==> src/rtl/mul_datapath_controller_if.sv <==
// Operand/result bundle for the shift-free repeated-add multiplier.
// The master drives the request and operands; the slave returns the datapath view.
interface mul_datapath_controller_if;
  logic        start;
  logic [15:0] data_in;
  logic [15:0] product;
  logic [15:0] a_out;
  logic [15:0] b_out;
  logic        eqz;
  logic        done;

  modport master (
    output start,
    output data_in,
    input  product,
    input  a_out,
    input  b_out,
    input  eqz,
    input  done
  );

  modport slave (
    input  start,
    input  data_in,
    output product,
    output a_out,
    output b_out,
    output eqz,
    output done
  );
endinterface

==> src/rtl/mul_datapath_controller.sv <==
// Repeated-addition multiplier: P accumulates A while B counts down to zero.
// Controller and datapath share one file; strobes decode from state and eqz.
module mul_datapath_controller (
  input  logic                       clk,
  input  logic                       rst_n,
  mul_datapath_controller_if.slave   bus
);

  typedef enum logic [2:0] {
    IDLE,
    LOADA,
    LOADB,
    MUL,
    DONE
  } state_t;

  state_t      r_state;
  state_t      w_next;
  logic [15:0] r_a;
  logic [15:0] r_b;
  logic [15:0] r_p;
  logic        w_eqz;
  logic        w_ld_a;
  logic        w_ld_b;
  logic        w_ld_p;
  logic        w_clr_p;
  logic        w_dec_b;

  assign w_eqz = (r_b == 16'd0);

  always_comb begin
    w_next  = r_state;
    w_ld_a  = 1'b0;
    w_ld_b  = 1'b0;
    w_ld_p  = 1'b0;
    w_clr_p = 1'b0;
    w_dec_b = 1'b0;
    unique case (r_state)
      IDLE: begin
        if (bus.start) w_next = LOADA;
      end
      LOADA: begin
        w_ld_a = 1'b1;
        w_next = LOADB;
      end
      LOADB: begin
        w_ld_b  = 1'b1;
        w_clr_p = 1'b1;
        w_next  = MUL;
      end
      MUL: begin
        // Counter at zero: leave without touching P or B
        if (w_eqz) begin
          w_next = DONE;
        end else begin
          w_ld_p  = 1'b1;
          w_dec_b = 1'b1;
        end
      end
      DONE: begin
        if (!bus.start) w_next = IDLE;
      end
      default: w_next = IDLE;
    endcase
  end

  always_ff @(posedge clk) begin
    if (!rst_n) begin
      r_state <= IDLE;
      r_a     <= 16'd0;
      r_b     <= 16'd0;
      r_p     <= 16'd0;
    end else begin
      r_state <= w_next;
      if (w_ld_a) r_a <= bus.data_in;
      if (w_ld_b) begin
        r_b <= bus.data_in;
      end else if (w_dec_b) begin
        r_b <= r_b - 16'd1;
      end
      if (w_clr_p) begin
        r_p <= 16'd0;
      end else if (w_ld_p) begin
        r_p <= r_p + r_a;
      end
    end
  end

  assign bus.product = r_p;
  assign bus.a_out   = r_a;
  assign bus.b_out   = r_b;
  assign bus.eqz     = w_eqz;
  assign bus.done    = (r_state == DONE);

endmodule

==> src/flat_wrapper.sv <==
// flat-port wrapper written by rule: the top's interface ports become plain ports
module mul_datapath_controller_flat 
  (clk, rst_n, bus_start, bus_data_in, bus_product, bus_a_out, bus_b_out, bus_eqz, bus_done);
  mul_datapath_controller_if bus_i ();
  input  logic clk;
  input  logic rst_n;
  input wire logic [$bits(bus_i.start)-1:0] bus_start;
  input wire logic [$bits(bus_i.data_in)-1:0] bus_data_in;
  output wire logic [$bits(bus_i.product)-1:0] bus_product;
  output wire logic [$bits(bus_i.a_out)-1:0] bus_a_out;
  output wire logic [$bits(bus_i.b_out)-1:0] bus_b_out;
  output wire logic [$bits(bus_i.eqz)-1:0] bus_eqz;
  output wire logic [$bits(bus_i.done)-1:0] bus_done;
  assign bus_i.start = bus_start;
  assign bus_i.data_in = bus_data_in;
  assign bus_product = bus_i.product;
  assign bus_a_out = bus_i.a_out;
  assign bus_b_out = bus_i.b_out;
  assign bus_eqz = bus_i.eqz;
  assign bus_done = bus_i.done;
  mul_datapath_controller u_core (.clk(clk), .rst_n(rst_n), .bus(bus_i));
endmodule
==> config.mk <==
export PLATFORM = sky130hd
export DESIGN_NAME = mul_datapath_controller_flat
export DESIGN_NICKNAME = d
export VERILOG_FILES = /design/src/rtl/mul_datapath_controller_if.sv /design/src/rtl/mul_datapath_controller.sv /design/src/flat_wrapper.sv
export SDC_FILE = /design/constraint.sdc
export NUM_CORES = 1
export LEC_CHECK = 0
export CORE_MARGIN = 5
export CORE_UTILIZATION = 53
export DETAILED_ROUTE_END_ITERATION = 10
export PLACE_DENSITY = 0.89
export REMOVE_ABC_BUFFERS = 1
export SYNTH_ARGS = -nofsm -noshare
export SYNTH_HDL_FRONTEND = slang
export SYNTH_SLANG_ARGS = --single-unit
==> constraint.sdc <==
create_clock -name clk -period 5.4 [get_ports clk]
set_input_delay 0.81 -clock clk [delete_from_list [all_inputs] [get_ports clk]]
set_output_delay 0.81 -clock clk [all_outputs]
set_load 0.05 [all_outputs]
==> results of run 1 <==
metal layers:
metal	vias to the layer above	track usage (%)	wire length (um)	share of wire, %
met1	1390	29.7	3330	42
met5	-	0	0	0
li1	1405	-	-	-
met2	151	37.0	3790	47
met3	19	6.34	731	9.1
met4	0	9.96	170	2.1
flip-flops by register name, indices dropped and copies added (netlist names):
name,flops
u_core.bus.a_out,16
u_core.bus.b_out,16
u_core.r_state,3
u_core.bus.product,16
cell usage after synthesis (all sizes together), types with 4 or more instances:
library cell / number
nand2: 68
a21oi: 54
dfxtp: 51
nor2: 26
ha: 16
o21ai: 16
nand3: 13
clkbuf: 11
inv: 10
xnor2: 7
buf: 6
nor3: 6
xor2: 6
nor4: 5
o21bai: 5
or4: 5
a211oi: 4
final timing paths:
path	end	slack (ns)
worst max-delay path	bus_eqz	1.87
worst min-delay path	u_core.bus.product[3]	0.48
worst max register to register	u_core.bus.b_out[13]	2.58
worst min register to register	u_core.bus.product[3]	0.48
where the power goes:
part | internal (mW) | switching [mW] | total, mW
sequential | 0.401 | 0.0312 | 0.432
clock | 0.150 | 0.133 | 0.283
combinational | 0.116 | 0.224 | 0.339
total | 0.667 | 0.388 | 1.05
cells by family after synthesis:
logic type | after synthesis | synth area share, %
AND/OR/NAND/NOR | 143 | 24.2
AO/OA/AOI/OAI | 105 | 22.5
flip-flops | 51 | 36.1
buffers and inverters | 27 | 4.21
adder cells (fa/ha/maj) | 17 | 7.79
XOR/XNOR | 13 | 4.03
multiplexers | 3 | 1.15
metrics by stage:
stage                     hold slack [ns]  cell area (sq um)
after floorplan                     0.463               2740
after global placement              0.459               3530
after detailed placement            0.472               3530
after CTS                           0.485               3650
after global routing                0.514               3650
final                               0.484               3650
worst max-delay path, stage by stage, from the launching register on:
cell and delay [ns]:
dfxtp_1 0.33, inv_1 0.12, ha_1 0.23, nor4b_1 0.50, and4_1 0.38, clkdlybuf4s50_1 0.84
final cells by class:
type	instances	share of cell area (%)
clock inverter	2	0.959
inverter	10	1.03
timing repair buffer	71	19.3
tap	70	2.40
sequential	51	28.0
clock buffer	6	2.26
multi-input combinational	281	46.1
==> metrics.txt, run 1 <==
number of buffers created by CTS=5; crit end category=primary output; vias per cell=6.04; worst skew pair latency=~0.31 ns; Pwr per Cell Area=just under 300 mW/mm^2; Yosys top cell by area=dfxtp_1; Initial Util=55.0%; Post-Synthesis Cells=359; WHS Path Cells=2; CTS tree=built; dpl ws=about 2.3 ns; initial antenna violation count=0; share of cells above drive strength 1=under 10%; post-synthesis sequential area ratio=36.1%; Final Total Pwr=1.05 mW; synth top area cells=dfxtp_1 36%, a21oi_1 9.6%, nand2_1 9.0%; die area=0.00689 sq mm; Static Leak=1.36 nW; Ant. Diodes=0; CTS Buffer Depth=2; final setup fails=0; Placement Rows=26; critical path launch point type=flop; CORE AREA=0.00514 sq mm; Final ANT Viol Nets=0; global-route wire length before repair=between 10 and 15 mm; commonest cells after routing, fill and taps aside=68 x nand2_1, 68 x clkdlybuf4s50_1, 54 x a21oi_1; Final Wtd Congestion=0.930; post-CTS sizing=0; Final Hold Viols=0; P&R area growth vs syn=29.3%; NumNets Final=456; RSZ-0062 raised after global routing=false; max-slew violations=0; maximum number of pins on one net before global-route repair=33; Post-synth EDFFs=0; Setup Buffers After CTS=0; Congestion Overflow GR=0; Synth Flop Type=dfxtp_1; Fillers=423; final setup margin=1.87 ns; Reg area=between 0.001 and 0.0015 sq mm; dpl cells=between 400 and 500; GRT Overall Usage=23.3%; Horiz. Die Dim=83.0 um; vias in the first global route=2905; maxcap violations=0; R2R Path Start=u_core.bus.b_out[0]; YS warnings=0; via count=2965; Slew HR=47.2%; Reg2Reg Depth=8; Sink Count=51; Worst Path Required=4.59 ns; Critical Path Source=u_core.bus.b_out[0]; Worst EP arrival=2.72 ns; final cell count without fillers=491; DRC viols=0; path type of the worst min-delay path=reg -> reg; kind of critical path=reg -> out; final worst-path cycle share=65.4%; worst-margin pin slew=slightly below 0.8 ns; H-tree depth=2; Avg WL per Cell=16.3 um; root buf cell=clkbuf_8; initial drt markers=around 200; Hold Crit Start=u_core.bus.product[3]; Port Buffers=68; register bit total from synthesis=51; asr flop ratio synth=0%; Max Clk Rate=283 MHz; Setup TNS=0 ns; DRT Pass-1 Iters=6; Clock Pin Slew Worst Setup and Hold Paths=0.09 ns; die height=83.0 um; worst clock skew=between 0.007 and 0.008 ns; Worst VDD drop=202 uV; Netlist cell types=between 60 and 70; synthesized cell area=0.00283 sq mm; Final Critical Period=between 3 and 4 ns; Final Util=71.1%; DP HPWL=between 5 and 6 mm; critical path peak fanout=6; I/O pin count=slightly below 70; drt total wl=8.02 mm; Multi-input gate area=around 0.0017 sq mm; status=completed; post-synth top area share=36.1%; hold_buf cts=0; Syn Area/Cell=7.87 sq um
Power figures use the tool's default switching activity.
==> run 2: changes to the inputs <==
CORE_UTILIZATION = 45   (was 53)
PLACE_DENSITY = 0.81   (was 0.89)
clock period = 3.2 ns   (was 5.4 ns; I/O delays follow)
==> run 2 against run 1 <==
Sequential share of layout area about the same; clock-buffer cell count unchanged; critical path depth up 4; clock skew down 0.0014 ns; routed wire length down 0.80%; worst setup slack worse by 1.5 ns; critical path type is now reg -> reg.
==> metrics.txt, run 2 (synthesized netlist as in run 1, its figures left out) <==
status=completed; final setup fails=0; max-slew violations=0; sequence of cells on the critical path=inv_1 -> ha_1 -> nor4b_1 -> and4_1 -> nand2b_2 -> nor2_1 -> nand3b_1 -> nand3_1 -> a21oi_1; hold_buf cts=0; Hold Crit Start=u_core.bus.product[14]; Pwr per Cell Area=460 mW/mm^2; dpl cells=around 490; Worst VDD drop=about 320 uV; CORE AREA=0.00603 sq mm; Gate power share=33.8%; Reg area=roughly 0.001 sq mm; vias in the first global route=between 2000 and 3000; path type of the worst min-delay path=reg -> reg; critical path launch point type=flop; initial drt markers=177; RSZ-0062 raised after global routing=false; worst clock skew=0.00592 ns; die area=0.00796 sq mm; Ant. Diodes=0; Worst path slowest cell=nand2b_2; Clock Pin Slew Worst Setup and Hold Paths=0.09 ns; Sw Ratio=37.8%; Slew HR=between 50% and 60%; Final Wtd Congestion=between 0.9 and 1; maxcap violations=0; kind of critical path=reg -> reg; final worst-path cycle share=between 80 and 90%; via count=2919; worst skew pair latency=roughly 0.30 ns; Avg WL per Cell=16.0 um; root buf cell=clkbuf_8; DRT Pass-1 Iters=4; initial antenna violation count=0; Final Critical Period=2.84 ns; Horiz. Die Dim=89.2 um; Switch Pwr=637 uW; DRC viols=0; Largest stage delay, worst path=between 0.5 and 0.6 ns; worst-margin pin slew=0.655 ns; NumNets Final=about 460; share of cells above drive strength 1=under 10%; r2r setup slk=0.36 ns; commonest cells after routing, fill and taps aside=68 x nand2_1, 67 x clkdlybuf4s50_1, 54 x a21oi_1; crit end category=flop; drt total wl=7.96 mm; CTS Buffer Depth=2; WHS Endpoint=u_core.bus.product[14]; Port Buffers=68; Final ANT Viol Nets=0; number of buffers created by CTS=5; Reg2Reg Depth=9; Placement Rows=28; global-route wire length before repair=13.0 mm; DP HPWL=between 5 and 6 mm; Max Clk Rate=352 MHz; vias per cell=between 5 and 6; Sink Count=51; P&R area growth vs syn=29.3%; Worst R2R End=u_core.bus.b_out[7]; Congestion Overflow GR=0; Static Leak=1.37 nW; R2R Path Start=u_core.bus.b_out[0]; Setup TNS=0 ns; Initial Util=roughly 47%; H-tree depth=2; Worst EP arrival=3.07 ns; Final Hold Viols=0; CTS tree=built; I/O pin count=69; maximum number of pins on one net before global-route repair=33; Seq pwr share=43.4%; Worst Path Required=3.43 ns; final cell count without fillers=approximately 500; Multi-input gate area=0.00169 sq mm; critical path peak fanout=32; clock share of power=22.8%; Fillers=561; GRT Overall Usage=20.7%; leading cell type in the layout, fill and taps excluded=nand2_1; total internal power=around 1.0 mW; die height=89.2 um; WHS Path Cells=2
==> run 2: cell types whose count changed in the layout (fill, tap and decap cells not counted), sizes merged <==
cell and change:
clkdlybuf4s50 -1, buf +3, bufinv -1, dlymetal6s2s +1
==> run 2: final cells by class <==
type | instances | share of cell area, %
Multi-Input combinational cell | 281 | 46.1
Sequential cell | 51 | 27.9
Timing Repair Buffer | 74 | 19.9
Tap cell | 75 | 2.57
Clock buffer | 6 | 2.26
Inverter | 10 | 1.03
Clock inverter | 1 | 0.137
==> run 2: power by group through the flow <==
stage                     clock network [mW]  registers (mW)  logic [mW]
after floorplan                            0           0.864       0.247
after global placement                     0           0.741       0.556
after detailed placement                   0           0.743       0.566
after CTS                              0.390           0.729       0.567
after global routing                   0.418           0.737       0.610
final                                  0.383           0.730       0.569
==> run 2: per-stage QoR <==
step                cell area (sq um)  util [%]  setup slack, ns  power (mW)  hold WS (ns)
floorplan                        2740         -           0.0364        1.11         0.463
finish                           3650      60.6            0.362        1.68         0.484
global placement                 3560      59.1            0.499        1.30         0.464
detailed placement               3560      59.1            0.412        1.31         0.472
CTS                              3650      60.6           0.0662        1.69         0.486
global route                     3650      60.6            0.181        1.77         0.514
==> run 2: how the worst max path moves through the flow <==
stage | startpoint | to | slack, ns | depth (start not counted)
floorplan | u_core.bus.b_out[0] | u_core.bus.b_out[14] | 0.04 | 9
global placement | u_core.bus.b_out[0] | bus_eqz | 0.50 | 5
detailed placement | u_core.bus.b_out[0] | bus_eqz | 0.41 | 5
CTS | u_core.bus.b_out[0] | bus_eqz | 0.07 | 5
global route | u_core.bus.b_out[0] | u_core.bus.b_out[2] | 0.18 | 9
finish | u_core.bus.b_out[0] | u_core.bus.b_out[7] | 0.36 | 9
==> run 2: critical path, delay by kind of cell, from the launching register on <==
kind,cells,cell delay [ns]
compound gates,1,0.13
fa+ha+maj,1,0.21
buf+inv,1,0.12
flops,1,0.33
simple gates,6,1.96
==> run 2: layer usage <==
metal | wire length (um) | track usage [%]
met1 | 3570 | 28.2
met4 | 183 | 5.82
met5 | 0 | 0
met3 | 552 | 3.13
met2 | 3650 | 34.0
==> run 2: what timing repair did <==
item,in CTS,in global routing
setup buffers,0,0
hold endpoints to repair,0,0
endpoints found under the setup margin,0,1
resized for setup,0,1
